[src/rtl/i2s_adc_rx.sv]
// I2S master receiver for the CS5343 ADC: derives mclk/sclk/lrck from clk100 and
// delivers frame-coherent stereo samples on valid/ready. Optional macro I2S_ADC_RX_OVF_CNT_EN adds ovf_cnt.
module i2s_adc_rx #(
  parameter int unsigned DATA_W = 24
) (
  input  logic              clk100,
  input  logic              rst,
  output logic              adc_mclk,
  output logic              adc_sclk,
  output logic              adc_lrck,
  input  logic              adc_sdata,
  output logic [DATA_W-1:0] l_data,
  output logic [DATA_W-1:0] r_data,
  output logic              valid,
  input  logic              ready,
  output logic              overrun
`ifdef I2S_ADC_RX_OVF_CNT_EN
  ,
  output logic [7:0]        ovf_cnt
`endif
);

  localparam int unsigned CNT_W     = 11;
  localparam logic [4:0]  LAST_SLOT = 5'(DATA_W);

  logic [CNT_W-1:0]  cnt;
  logic [DATA_W-1:0] l_shift;
  logic [DATA_W-1:0] r_shift;
  logic [DATA_W-1:0] l_hold;
  logic [DATA_W-1:0] l_next_c;
  logic [DATA_W-1:0] r_next_c;
  logic [4:0]        slot_c;
  logic              strobe_c;
  logic              in_slot_c;
  logic              left_done_c;
  logic              frame_done_c;

  // Clock outputs are plain register bits, so they cannot glitch.
  assign adc_mclk = cnt[1];
  assign adc_sclk = cnt[4];
  assign adc_lrck = cnt[10];

  assign slot_c       = cnt[9:5];
  assign strobe_c     = (cnt[4:0] == 5'd15);
  assign in_slot_c    = (slot_c != 5'd0) && (slot_c <= LAST_SLOT);
  assign l_next_c     = DATA_W'({l_shift, adc_sdata});
  assign r_next_c     = DATA_W'({r_shift, adc_sdata});
  assign left_done_c  = strobe_c && !cnt[10] && (slot_c == LAST_SLOT);
  assign frame_done_c = strobe_c &&  cnt[10] && (slot_c == LAST_SLOT);

  always_ff @(posedge clk100) begin
    if (rst) begin
      cnt     <= '0;
      l_shift <= '0;
      r_shift <= '0;
      l_hold  <= '0;
      l_data  <= '0;
      r_data  <= '0;
      valid   <= 1'b0;
      overrun <= 1'b0;
`ifdef I2S_ADC_RX_OVF_CNT_EN
      ovf_cnt <= 8'd0;
`endif
    end else begin
      cnt     <= cnt + CNT_W'(1);
      overrun <= 1'b0;

      if (strobe_c && in_slot_c && !cnt[10]) l_shift <= l_next_c;
      if (strobe_c && in_slot_c &&  cnt[10]) r_shift <= r_next_c;
      if (left_done_c) l_hold <= l_next_c;

      // A new frame always wins; an unaccepted old frame is reported as lost.
      if (frame_done_c) begin
        l_data  <= l_hold;
        r_data  <= r_next_c;
        valid   <= 1'b1;
        overrun <= valid && !ready;
`ifdef I2S_ADC_RX_OVF_CNT_EN
        if (valid && !ready && (ovf_cnt != 8'hFF)) ovf_cnt <= ovf_cnt + 8'd1;
`endif
      end else if (valid && ready) begin
        valid <= 1'b0;
      end
    end
  end

endmodule

[config.mk]
export PLATFORM = sky130hd
export DESIGN_NAME = i2s_adc_rx
export DESIGN_NICKNAME = d
export VERILOG_FILES = /design/src/rtl/i2s_adc_rx.sv
export SDC_FILE = /design/constraint.sdc
export NUM_CORES = 1
export LEC_CHECK = 0
export ABC_AREA = 1
export CORE_AREA = 2 2 102 123
export DETAILED_ROUTE_END_ITERATION = 8
export DIE_AREA = 0 0 104 125
export PLACE_DENSITY = 0.74
export SYNTH_ARGS = -nofsm -noshare
export SYNTH_HDL_FRONTEND = slang
export SYNTH_SLANG_ARGS = --single-unit
[constraint.sdc]
create_clock -name clk100 -period 3.2 [get_ports clk100]
set_input_delay 0.48 -clock clk100 [delete_from_list [all_inputs] [get_ports clk100]]
set_output_delay 0.48 -clock clk100 [all_outputs]
set_load 0.05 [all_outputs]
==> run metrics <==
run status finished clean; number of hold violations in the final report 0; MaxCap Viol Count 0; Final GP Congestion 0.7790; leak pwr 0.002858 uW; mean routed wirelength per cell 11.29 um; final standard cell area without fillers 0.006150 mm^2; clock period minus worst slack 2.418 ns; Setup Fix Bufs, Post-CTS 0; number of buffers created by CTS 17; clk_lat worst skew 0.41 ns; class of the most critical hold timing path register to register; number of nets in the layout 707; initial standard-cell utilization of the core 40.77%; Arrival @ worst endpoint 2.75 ns; mapped cell area 0.004848 mm^2; met3 Use GR 4.588%; total design power 3760 uW; Clk pin slew, worst setup/hold paths 0.05 ns; largest net degree at the start of global routing 80; fill count 1152; tightest slew margin relative to the limit 42.33%; number of pins exceeding their max-slew limit in the final report 0; Max clock buf depth 2; Final Setup Violations 0; I/O pin count 57; clock sinks 131; Post-CTS Hold Fix Bufs 0; CP Data Required Time 3.53 ns; number of routed nets with antenna violations 0; number of antenna violations at the first check in global routing 0; height of the die 125 um; Post-Syn Instances 655; sort of element at the start of the critical path register; multi-input gate area in the final layout 0.001838 mm^2; post-synthesis register bit count 131; total track usage 16.12%; count of cell types in the netlist 21; register area 0.002623 mm^2; measured slew at the worst slew-check pin 0.8630 ns; number of DRC violations after detailed-routing iteration 0 232; DPL Wire Length 5750 um; post-route fraction of the period consumed by the critical path 75.56%; IO Port Bufs 56; core area 0.01189 mm^2; M1 GR Usage 19.22%; area growth from synthesis to layout 26.84%; clock tree root buffer cell clkbuf_16; total negative setup slack 0 ns; met2 GRT Util 27.17%; Total Wirelength 9882 um; GR Overflow Total 0; via count of the first global-routing pass 3856; net count after synthesis 661; setup repair after global routing missed its margin no; Achievable Freq 413.6 MHz; CP max FO 28; tightest hold margin 0.4471 ns; busiest metal layer after global routing met2; post-synthesis average cell area 7.402 um^2; Core Rows 44; number of antenna repair diodes 0; DR vias 4060; sequential cell area fraction in the yosys report 54.09%; Die W 104 um; clock tree from TritonCTS yes; skew final 0.006717 ns; via count normalized by instance count 4.640; Critical Path Sink Type register; type of the setup path with the least slack register to register; Max H-tree Level 4; layout cell share with drive strength beyond 1 6.022%; worst IR drop on VDD 0.3355 mV; count of warnings emitted by yosys 0; full die area 0.01300 mm^2; detailed-route DRC error count 0; drt pass-1 iters 5; Post-DP Area 0.005517 mm^2; post-CTS sizing 0; wire length of the first global-routing pass 17200 um; power per cell area 611.5 mW/mm^2
cell usage in the layout, fill, tap and decap left out, drive strengths merged:
cell type / Yosys / layout
nor2: 158 / 158
clkbuf: 18 / 22
nor3: 1 / 1
o21ai: 53 / 53
nand4: 3 / 3
ha: 2 / 2
a21oi: 52 / 52
nand2: 130 / 130
clkinv: 0 / 4
clkdlybuf4s50: 0 / 56
a211oi: 1 / 1
inv: 59 / 60
xor2: 1 / 1
dfxtp: 131 / 131
nand3: 26 / 26
nand3b: 1 / 1
buf: 19 / 8
bufinv: 0 / 5
kinds of logic after synthesis:
| kind of cell | count (synthesis) | synth area share (%) |
|---|---|---|
| and+or+nand+nor | 319 | 26.22 |
| DFF | 131 | 54.09 |
| AOI/OAI and AO/OA | 106 | 10.99 |
| buffers and inverters | 96 | 8.000 |
| adders and majority gates | 2 | 0.5160 |
| xor gates and xnor gates | 1 | 0.1807 |
final timing paths:
path | from | end | slack [ns] | cells after the start
min reg2reg | cnt[0] | cnt[0] | 0.45 | 1
max reg2reg | cnt[1] | r_data[9] | 0.78 | 9
max | cnt[1] | r_data[9] | 0.78 | 9
min | cnt[0] | cnt[0] | 0.45 | 1
sequential cells by signal, indices dropped and copies added, names as in the netlist:
signal   count
l_data      24
l_hold      24
r_data      24
l_shift     23
r_shift     23
cnt         11
overrun      1
valid        1
cell usage after synthesis:
| cell | number | area [um^2] |
|---|---|---|
| buf_1 | 1 | 3.750 |
| a21oi_1 | 52 | 260.3 |
| clkbuf_1 | 14 | 52.55 |
| xor2_1 | 1 | 8.760 |
| nand3b_1 | 1 | 7.510 |
| nor2_2 | 2 | 12.51 |
| ha_1 | 2 | 25.02 |
| clkbuf_2 | 4 | 20.02 |
| a211oi_1 | 1 | 7.510 |
| nor3_4 | 1 | 16.27 |
| nand3_1 | 26 | 130.1 |
| nand4_1 | 1 | 6.260 |
| o21ai_1 | 1 | 5.000 |
| buf_2 | 18 | 90.09 |
| nand2_1 | 130 | 488.0 |
| dfxtp_1 | 131 | 2623 |
| o21ai_0 | 52 | 260.3 |
| inv_2 | 1 | 3.750 |
| nand4_2 | 2 | 25.02 |
| nor2_1 | 156 | 585.6 |
| inv_1 | 58 | 217.7 |
worst max-delay path, cell delays in order, from the launching register on:
cell     delay [ns]
dfxtp_1        0.35
ha_1           0.17
nand2_1        0.07
nor2_1         0.14
ha_1           0.26
nand2_1        0.11
nor3_4         0.55
buf_4          0.39
o21ai_0        0.15
a21oi_1        0.16
through the flow:
step	utilization, %	setup WS (ns)	instances
after floorplan	-	0.9611	655
after global placement	46.39	0.9195	843
after detailed placement	46.39	0.7987	843
after CTS	51.72	0.7341	875
after global routing	51.72	0.4390	875
final	51.72	0.7822	875
routing by layer:
layer / up-vias / share of wire [%]
li1: 2137 / -
met1: 1838 / 46
met2: 70 / 48
met3: 15 / 3.6
met4: 0 / 1.6
met5: - / 0
where the power goes:
part | leakage (uW) | total [uW] | switching (uW) | internal (uW)
clock | 0.000312 | 2080 | 676 | 1400
combinational | 0.00149 | 47.2 | 34.1 | 13.0
sequential | 0.00106 | 1640 | 2.21 | 1640
cell type report:
| cell class | count | share of cell area [%] |
|---|---|---|
| flip-flops and latches | 131 | 42.65 |
| well taps | 161 | 3.276 |
| inverters | 59 | 3.601 |
| multi-input cells | 428 | 29.89 |
| repair buffers | 64 | 10.30 |
| clock inverters | 10 | 2.909 |
| clock buffers | 22 | 7.386 |
(Power assumes the default switching activity.)
